**src/rtl/seg_pkg.sv**
```systemverilog
// Shared seven-segment definitions: digit count, blank pattern and the active-low
// hex glyph table ordered {a,b,c,d,e,f,g,dp}.
package seg_pkg;

  localparam int SEG_DIGITS = 8;
  localparam logic [7:0] SEG_OFF = 8'hFF;

  typedef logic [2:0] seg_dig_t;

  // Index is the nibble value; dp (bit 0) is always off.
  localparam logic [7:0] SEG_HEX [16] = '{
    8'h03, 8'h9F, 8'h25, 8'h0D, 8'h99, 8'h49, 8'h41, 8'h1F,
    8'h01, 8'h09, 8'h11, 8'hC1, 8'h63, 8'h85, 8'h61, 8'h71
  };

endpackage

```
**src/rtl/seg_scan_driver_if.sv**
```systemverilog
// Display word in, multiplexed digit-enable / segment lines out.
interface seg_scan_driver_if;
  import seg_pkg::*;

  logic [4*SEG_DIGITS-1:0] display;
  logic                    enable;
  logic [SEG_DIGITS-1:0]   led_en;
  logic [7:0]              led_cx;

  modport master (output display, output enable, input led_en, input led_cx);
  modport slave  (input display, input enable, output led_en, output led_cx);

endinterface

```
**src/rtl/seg_hex_decoder.sv**
```systemverilog
// Combinational nibble to active-low seven-segment glyph decoder.
module seg_hex_decoder
  import seg_pkg::*;
(
  input  logic [3:0] nibble,
  output logic [7:0] pattern
);

  always_comb begin
    pattern = SEG_HEX[nibble];
  end

endmodule

```
**src/rtl/seg_scan_driver.sv**
```systemverilog
// Eight-digit time-multiplexed seven-segment scanner with registered active-low outputs.
// Optional per-slot enable blanking is compiled in with SEG_DEADTIME_EN.
module seg_scan_driver
  import seg_pkg::*;
#(
  parameter int SCAN_DIV    = 200000,
  parameter int DEAD_CYCLES = 1000
) (
  input  logic                clk,
  input  logic                rst,
  seg_scan_driver_if.slave    bus
);

  localparam int CNT_W = $clog2(SCAN_DIV);
  localparam logic [CNT_W-1:0] DIV_LAST = CNT_W'(SCAN_DIV - 1);
  localparam logic [31:0] DEAD_LIM = 32'(DEAD_CYCLES);

`ifdef SEG_DEADTIME_EN
  localparam bit DEADTIME = 1'b1;
`else
  localparam bit DEADTIME = 1'b0;
`endif

  logic [CNT_W-1:0]      div_cnt_reg, div_cnt_next;
  seg_dig_t              dig_reg, dig_next;
  logic [SEG_DIGITS-1:0] led_en_reg, led_en_next;
  logic [7:0]            led_cx_reg, led_cx_next;

  logic [SEG_DIGITS-1:0] dig_onehot;
  logic [3:0]            nibbles [SEG_DIGITS];
  logic [3:0]            nibble;
  logic [7:0]            pattern;
  logic                  in_dead;

  genvar gi;
  generate
    for (gi = 0; gi < SEG_DIGITS; gi++) begin : g_digit
      assign dig_onehot[gi] = (dig_reg == seg_dig_t'(gi));
      assign nibbles[gi]    = bus.display[4*gi +: 4];
    end
  endgenerate

  // The display word is sampled live, so an edit shows on the lit digit next cycle.
  assign nibble = nibbles[dig_reg];

  seg_hex_decoder u_dec (
    .nibble  (nibble),
    .pattern (pattern)
  );

  assign in_dead = DEADTIME && (32'(div_cnt_reg) < DEAD_LIM);

  always_comb begin
    div_cnt_next = '0;
    dig_next     = '0;
    led_en_next  = SEG_OFF;
    led_cx_next  = SEG_OFF;
    if (bus.enable) begin
      if (div_cnt_reg == DIV_LAST) begin
        div_cnt_next = '0;
        dig_next     = seg_dig_t'(dig_reg + 3'd1);
      end else begin
        div_cnt_next = div_cnt_reg + 1'b1;
        dig_next     = dig_reg;
      end
      // Enable and glyph come from the same digit index, so they switch together.
      led_en_next = in_dead ? SEG_OFF : ~dig_onehot;
      led_cx_next = pattern;
    end
  end

  always_ff @(posedge clk or posedge rst) begin
    if (rst) begin
      div_cnt_reg <= '0;
      dig_reg     <= '0;
      led_en_reg  <= SEG_OFF;
      led_cx_reg  <= SEG_OFF;
    end else begin
      div_cnt_reg <= div_cnt_next;
      dig_reg     <= dig_next;
      led_en_reg  <= led_en_next;
      led_cx_reg  <= led_cx_next;
    end
  end

  assign bus.led_en = led_en_reg;
  assign bus.led_cx = led_cx_reg;

endmodule

```
**src/flat_wrapper.sv**
```systemverilog
// flat-port wrapper written by rule: the top's interface ports become plain ports
module seg_scan_driver_flat import seg_pkg::*;
#(
  parameter int SCAN_DIV    = 200000,
  parameter int DEAD_CYCLES = 1000
)
  (clk, rst, bus_display, bus_enable, bus_led_en, bus_led_cx);
  seg_scan_driver_if bus_i ();
  input  logic clk;
  input  logic rst;
  input wire logic [$bits(bus_i.display)-1:0] bus_display;
  input wire logic [$bits(bus_i.enable)-1:0] bus_enable;
  output wire logic [$bits(bus_i.led_en)-1:0] bus_led_en;
  output wire logic [$bits(bus_i.led_cx)-1:0] bus_led_cx;
  assign bus_i.display = bus_display;
  assign bus_i.enable = bus_enable;
  assign bus_led_en = bus_i.led_en;
  assign bus_led_cx = bus_i.led_cx;
  seg_scan_driver #(.SCAN_DIV(SCAN_DIV), .DEAD_CYCLES(DEAD_CYCLES)) u_core (.clk(clk), .rst(rst), .bus(bus_i));
endmodule
```
**config.mk**
```make
export PLATFORM = sky130hd
export DESIGN_NAME = seg_scan_driver_flat
export DESIGN_NICKNAME = d
export VERILOG_FILES = /design/src/rtl/seg_pkg.sv /design/src/rtl/seg_scan_driver_if.sv /design/src/rtl/seg_hex_decoder.sv /design/src/rtl/seg_scan_driver.sv /design/src/flat_wrapper.sv
export SDC_FILE = /design/constraint.sdc
export NUM_CORES = 1
export LEC_CHECK = 0
export CAP_MARGIN = 20
export CORE_MARGIN = 1
export CORE_UTILIZATION = 50
export DETAILED_ROUTE_END_ITERATION = 7
export MAX_ROUTING_LAYER = met4
export PLACE_DENSITY_LB_ADDON = 0.12
export SLEW_MARGIN = 20
export SYNTH_ARGS = -nofsm -noshare
export SYNTH_HDL_FRONTEND = slang
export SYNTH_SLANG_ARGS = --single-unit
```
**constraint.sdc**
```tcl
create_clock -name clk -period 2.7 [get_ports clk]
set_input_delay 0.405 -clock clk [delete_from_list [all_inputs] [get_ports clk]]
set_output_delay 0.405 -clock clk [all_outputs]
set_load 0.005 [all_outputs]
```
==> summary.txt, run 1 <==
Synth
  – Synth Flop Type: dfrtp_1
  – Syn_nets: 243
  – Post-synthesis cell type count: 45
  – Cells after Synth: 195
  – Syn_area_per_cell: roughly 11 sq um
  – YS warnings: 0
  – Seq/Total Area, Yosys: 0.4291
  – Register bit count reported by yosys: 36
  – FFs w/ async S/R, synth: 1.000
  – Synth Cell Area: between 2000 and 2500 sq um
  – Number of synthesized flops with an enable pin: 0

Cells and area
  – Number of flip-flops in the largest register: 18
  – Register area: approximately 900 sq um
  – Most common cell after layout, fill and taps aside: clkdlybuf4s50_1
  – Most frequent cells in the layout: clkdlybuf4s50_1, nor2_1, dfrtp_1
  – Area delta synth->final: 28.25%
  – Layout cells sized above 1: 0.1633
  – Final Util: 0.6775
  – Fillers: roughly 320
  – Area of the multi-input gates: between 1000 and 1500 sq um
  – # nets final: between 200 and 300
  – Non-Filler Instances: approximately 300
  – # diodes: 0

Floorplan
  – Die ar.: around 4600 sq um
  – Die height: about 67 microns
  – Die width: roughly 67 microns
  – Initial Utilization: 0.5282
  – Boundary Pins: a little over 50
  – Core Box Area: ~4000 sq um
  – Row count: 23

Setup path
  – Startpoint Class: register
  – Crit Path Category: register to register
  – Crit end category: register
  – CP max FO: 7
  – Critical path required time: 2.89 ns
  – Crit path DAT: 2.49 ns

Timing
  – Hold slack: roughly 0.51 ns
  – Final critical-path required period: 2.302 ns
  – Fin crit share: 0.8525
  – Final setup margin: between 0.3 and 0.4 ns
  – Final number of max-transition violations: 0
  – Setup TNS: 0 ns
  – Setup-failing EPs final: 0
  – Max Clk Rate: ~430 MHz
  – Slew @ Worst Pin: 0.4784 ns
  – RSZ-0062 raised after global routing: no
  – Worst rel slew slack: 0.6743
  – Final setup skew: 0.008216 ns
  – Hold Vio Cnt, Final: 0

GRT
  – Largest net degree at the start of global routing: 30
  – Initial antenna violation count: 0
  – Vias in the first global route: between 1500 and 2000
  – Total grt overflow: 0
  – First-pass GRT wire length: about 7000 microns
  – Total Routing Usage GR: 0.2151

Placed design
  – Pre-CTS setup slack: around 0.22 ns
  – # port buffers: around 50
  – Placed cells: about 290
  – Final HPWL DP: 3113 microns
  – Final GP Congestion: around 0.83

Power
  – Sw frac: 0.2284
  – Leak: ~1.2 nW
  – Psw: between 0.0002 and 0.00025 W
  – Max IR drop VDD: roughly 0.17 mV
  – Reg power frac: 0.525
  – Internal power: 0.0008333 W
  – Logic pwr share: 0.140
  – Pwr Density: around 400 nW/um^2
  – Clock power share: 0.335

Clock network
  – H-tree Lvls: 2
  – Post-CTS resize count: 0
  – CTS root buf: clkbuf_8
  – Reg clk slew, reported paths: approximately 0.070 ns
  – Setup bufs post-CTS: 0
  – Total CTS buffers: 5
  – CTS tree: done
  – Clock latency on the worst-skew pair: 0.29 ns
  – CTS Hold Buffers Added: 0
  – Clock sinks: 36
  – Clock Tree Buf Depth: 2

Routing
  – Via density: about 5.3
  – DR vias: 1600
  – DR WL/cell: ~13 microns
  – Initial DRC count: 44
  – Post-detailed-route DRC marker count: 0
  – Detailed Routing Iterations Pass 1: 4
  – Post-Route WL: about 4000 microns
  – Antenna-violating nets left: 0

Job
  – Max_cap viols: 0

Run status
  – Status: completed

Worst hold path
  – Min-Delay Path Class: register to register
==> metal layers <==
| metal | vias up | track usage | share of wire |
|---|---|---|---|
| met5 | - | - | 0 |
| li1 | 779 | - | - |
| met4 | 0 | 0.1037 | 0.022 |
| met2 | 56 | 0.3651 | 0.51 |
| met1 | 758 | 0.2473 | 0.42 |
| met3 | 7 | 0.03041 | 0.047 |
==> cell families (layout without fill, tap and decap cells) <==
| logic type | count (synthesis) | after routing | synth area share |
|---|---|---|---|
| buffers and inverters | 20 | 76 | 0.06012 |
| AO/OA/AOI/OAI | 18 | 18 | 0.06247 |
| flip-flops | 36 | 36 | 0.4291 |
| XOR/XNOR | 17 | 17 | 0.06947 |
| other | 1 | 1 | 0.001750 |
| AND/OR/NAND/NOR | 72 | 72 | 0.1710 |
| adder cells (fa/ha/maj) | 13 | 13 | 0.07589 |
| multiplexers | 18 | 18 | 0.1302 |
==> worst paths after layout <==
check                                        end  depth (start not counted)             startpoint  slack (ns)
max                         u_core.bus.led_cx[4]                          8      u_core.dig_reg[0]        0.40
min                        u_core.div_cnt_reg[0]                          1  u_core.div_cnt_reg[0]        0.51
max reg2reg                 u_core.bus.led_cx[4]                          8      u_core.dig_reg[0]        0.40
min reg2reg                u_core.div_cnt_reg[0]                          1  u_core.div_cnt_reg[0]        0.51
max in group asynchronous   u_core.bus.led_en[3]                          3                    rst        1.66
min in group asynchronous   u_core.bus.led_cx[5]                          2                    rst        0.61
==> area by class of cell <==
type / count / area share
Multi-Input combinational cell: 139 / 0.3983
Clock buffer: 8 / 0.02913
Inverter: 11 / 0.01502
Sequential cell: 36 / 0.3345
Tap cell: 50 / 0.02276
Timing Repair Buffer: 57 / 0.2003
==> metrics by stage <==
step / total power [W] / cell area, sq um
2_1_floorplan: 0.0006509 / 2143
3_3_place_gp: 0.0007268 / 2669
4_1_cts: 0.001093 / 2749
3_5_place_dp: 0.0007287 / 2669
5_1_grt: 0.001134 / 2749
6_report: 0.001080 / 2749
==> cell usage after synthesis (all sizes together) (2+ instances only) <==
library cell | count | share of area
inv | 11 | 0.019
nand2b | 2 | 0.0058
nor2 | 26 | 0.046
xor2 | 10 | 0.041
and3 | 5 | 0.015
a21oi | 2 | 0.0047
mux2i | 9 | 0.048
mux2 | 3 | 0.018
or4b | 2 | 0.011
o21ai | 6 | 0.014
xnor2 | 7 | 0.029
nand4 | 3 | 0.0088
mux4 | 6 | 0.065
a31oi | 3 | 0.0088
nand2 | 12 | 0.021
nor3 | 5 | 0.012
dfrtp | 21 | 0.25
ha | 13 | 0.076
dfstp | 15 | 0.18
buf | 8 | 0.039
nand3 | 11 | 0.026
==> power groups by stage <==
stage	clock network, W	logic, W	registers (W)
6_report	0.000362	0.000152	0.000567
5_1_grt	0.000396	0.000169	0.000569
4_1_cts	0.000373	0.000153	0.000567
3_5_place_dp	0	0.000153	0.000576
3_3_place_gp	0	0.000151	0.000576
2_1_floorplan	0	0.0000745	0.000576
==> critical path: stages, from the launching register on <==
cell and delay (ns):
dfrtp_1 0.53, mux4_1 0.60, mux2i_1 0.19, inv_1 0.13
ha_1 0.22, inv_1 0.08, nor3_1 0.07, a2111oi_4 0.31
a31oi_1 0.07
Note: power is estimated with default switching activity, not from simulation.
==> run 2, diff against run 1 <==
- CORE_MARGIN: 1 -> 3
- clock period: 2.7 -> 2.2 ns (I/O delays scaled with it)
==> run 2 against run 1 <==
  * Die area grew 12%
  * Clock skew grew 0.00067 ns
  * Sequential power rose by 23%
  * Critical endpoint unchanged
  * Largest power group unchanged
==> summary.txt, run 2 (synthesized netlist as in run 1, its figures left out) <==
Setup path
  – Slowest Stage Delay on Critical Path: 0.54 ns (was 0.60 ns)
  – Crit end category: register (unchanged)
  – Worst path bufs/invs: 2 (unchanged)
  – Startpoint Class: register (unchanged)
  – Crit Path Category: register to register (unchanged)
  – CP max stage cell: mux4_2 (was mux4_1)
  – CP max FO: 4 (was 7)
  – Crit path DAT: 2.23 ns (was 2.49 ns)
  – Most common cell on crit path: inv_1 (unchanged)
  – Crit-path cells: mux4_2 -> mux2i_4 -> inv_1 -> ha_1 -> inv_1 -> nor3_1 -> a2111oi_4 -> a31oi_1 (was mux4_1 -> mux2i_1 -> inv_1 -> ha_1 -> inv_1 -> nor3_1 -> a2111oi_4 -> a31oi_1)
  – Critical path required time: 2.40 ns (was 2.89 ns)
  – Critical path's top delay family: multiplexers (unchanged)

Floorplan
  – Boundary Pins: 51 (unchanged)
  – Die height: 71.47 microns (was 67.47 microns)
  – Row count: 23 (unchanged)
  – Core Box Area: 4058 sq um (unchanged)
  – Initial Utilization: 0.5282 (unchanged)
  – Die ar.: 5108 sq um (was 4552 sq um)
  – Die width: 71.47 microns (was 67.47 microns)

Placed design
  – Post-DP Area: 2750 sq um (was 2669 sq um)
  – Final GP Congestion: 0.7747 (was 0.8292)
  – Final HPWL DP: 3243 microns (was 3113 microns)
  – # port buffers: 49 (unchanged)
  – Pre-CTS setup slack: -0.09392 ns (was 0.2233 ns)
  – Placed cells: 301 (was 293)

Cells and area
  – Fin area: 2850 sq um (was 2749 sq um)
  – Area delta synth->final: 32.98% (was 28.25%)
  – Layout cells sized above 1: 0.2201 (was 0.1633)
  – Most frequent cells in the layout: clkdlybuf4s50_1, nor2_1, dfrtp_1 (unchanged)
  – Most common cell after layout, fill and taps aside: clkdlybuf4s50_1 (unchanged)
  – # nets final: 306 (was 298)
  – Number of flip-flops in the largest register: 18 (unchanged)
  – # diodes: 0 (unchanged)
  – Non-Filler Instances: 309 (was 301)

Timing
  – Fin crit share: 0.9216 (was 0.8525)
  – Max Clk Rate: 493.2 MHz (was 434.5 MHz)
  – Final setup skew: 0.008890 ns (was 0.008216 ns)
  – Final setup margin: 0.1724 ns (was 0.3983 ns)
  – RSZ-0062 raised after global routing: no (unchanged)
  – Final number of max-transition violations: 0 (unchanged)
  – Worst rel slew slack: 0.6706 (was 0.6743)
  – Slew @ Worst Pin: 0.4903 ns (was 0.4784 ns)
  – Setup-failing EPs final: 0 (unchanged)
  – Hold Vio Cnt, Final: 0 (unchanged)
  – Hold slack: 0.4517 ns (was 0.5121 ns)
  – Final critical-path required period: 2.028 ns (was 2.302 ns)

GRT
  – Total grt overflow: 0 (unchanged)
  – Total Routing Usage GR: 0.1890 (was 0.2151)
  – Largest net degree at the start of global routing: 37 (was 30)
  – First-pass GRT wire length: 7293 microns (was 6962 microns)
  – Vias in the first global route: 1666 (was 1634)
  – Initial antenna violation count: 0 (unchanged)

Worst hold path
  – Min-Delay Path Class: input pin to async pin (was register to register)

Clock network
  – Reg clk slew, reported paths: 0.07 ns (about the same)
  – Total CTS buffers: 5 (unchanged)
  – Clock sinks: 36 (unchanged)
  – CTS Hold Buffers Added: 0 (unchanged)
  – Clock Tree Buf Depth: 2 (unchanged)
  – Clock latency on the worst-skew pair: 0.29 ns (about the same)
  – CTS tree: done (unchanged)
  – Setup bufs post-CTS: 0 (unchanged)
  – CTS root buf: clkbuf_8 (unchanged)
  – H-tree Lvls: 2 (unchanged)

Routing
  – DR vias: 1597 (was 1600)
  – Via density: 5.168 (was 5.316)
  – Detailed Routing Iterations Pass 1: 5 (was 4)
  – Post-Route WL: 4097 microns (was 3981 microns)
  – Post-detailed-route DRC marker count: 0 (unchanged)
  – DR WL/cell: 13.26 microns (was 13.23 microns)
  – Initial DRC count: 60 (was 44)
  – Antenna-violating nets left: 0 (unchanged)

Power
  – Max IR drop VDD: 0.3301 mV (was 0.1749 mV)
  – Pwr Density: 480.8 nW/um^2 (was 392.8 nW/um^2)
  – Leak: 1.191 nW (was 1.160 nW)

Job
  – Max_cap viols: 0 (unchanged)

Run status
  – Status: completed (unchanged)
==> run 2: cell count changes in the layout (fill, tap and decap cells not counted), sizes merged <==
cell	before	now
buf	8	16
clkbuf	8	7
clkinvlp	0	1
==> run 2: worst register-to-register path, stage by stage (launching register included) <==
cell and delay [ns]:
dfrtp_2 0.42, mux4_2 0.54, mux2i_4 0.16, inv_1 0.10, ha_1 0.20, inv_1 0.07, nor3_1 0.07, a2111oi_4 0.31
a31oi_1 0.08
==> run 2: repair_timing <==
action	4_1_cts	5_1_grt
setup endpoints to repair	0	1
gates resized for setup	0	3
endpoints found under the hold margin	0	0
==> run 2: report_power, final <==
| part | switching, W | internal [W] |
|---|---|---|
| clock | 0.000223 | 0.000254 |
| combinational | 0.0000778 | 0.000120 |
| sequential | 0.00000849 | 0.000687 |
| total | 0.000310 | 0.00106 |
==> run 2: per-layer routing <==
layer | part of all wire | wire (microns) | track usage | vias up
met1 | 0.41 | 1661 | 0.2131 | 739
met5 | 0 | 0 | - | -
met4 | 0.033 | 136 | 0.09603 | 0
met3 | 0.045 | 186 | 0.03787 | 12
li1 | - | - | - | 797
met2 | 0.52 | 2112 | 0.3173 | 49
==> run 2: path summary, 6_finish.rpt <==
path / slack, ns / cells after the start / startpoint / endpoint
worst max-delay path: 0.17 / 8 / u_core.dig_reg[0] / u_core.bus.led_cx[4]
worst min-delay path: 0.45 / 3 / rst / u_core.dig_reg[2]
worst max register to register: 0.17 / 8 / u_core.dig_reg[0] / u_core.bus.led_cx[4]
worst min register to register: 0.52 / 1 / u_core.div_cnt_reg[0] / u_core.div_cnt_reg[0]
max in group asynchronous: 1.41 / 3 / rst / u_core.bus.led_cx[1]
min in group clk: 0.52 / 1 / u_core.div_cnt_reg[0] / u_core.div_cnt_reg[0]
==> run 2: final cells by class <==
type,instances,area [sq um]
clock buffers,7,86.33
clock inverters,1,7.507
fillers,307,1207
inverters,11,41.29
multi-input cells,139,1116
flip-flops and latches,36,922.1
well taps,50,62.56
repair buffers,65,614.3
==> run 2: metrics by stage <==
| step | util | setup TNS (ns) | power, W |
|---|---|---|---|
| detailed placement | 0.6778 | -0.2310 | 0.0009084 |
| global route | 0.7024 | 0 | 0.001438 |
| floorplan | - | 0 | 0.0008031 |
| global placement | 0.6778 | -0.1316 | 0.0009053 |
| finish | 0.7024 | 0 | 0.001370 |
| CTS | 0.7009 | 0 | 0.001392 |
==> run 3, diff against run 2 <==
- CTS_CLUSTER_SIZE: not set -> 25
- GPL_ROUTABILITY_DRIVEN: not set -> 0
==> results of run 3 <==
Final layout, timing and power as in run 2 (identical DEF).
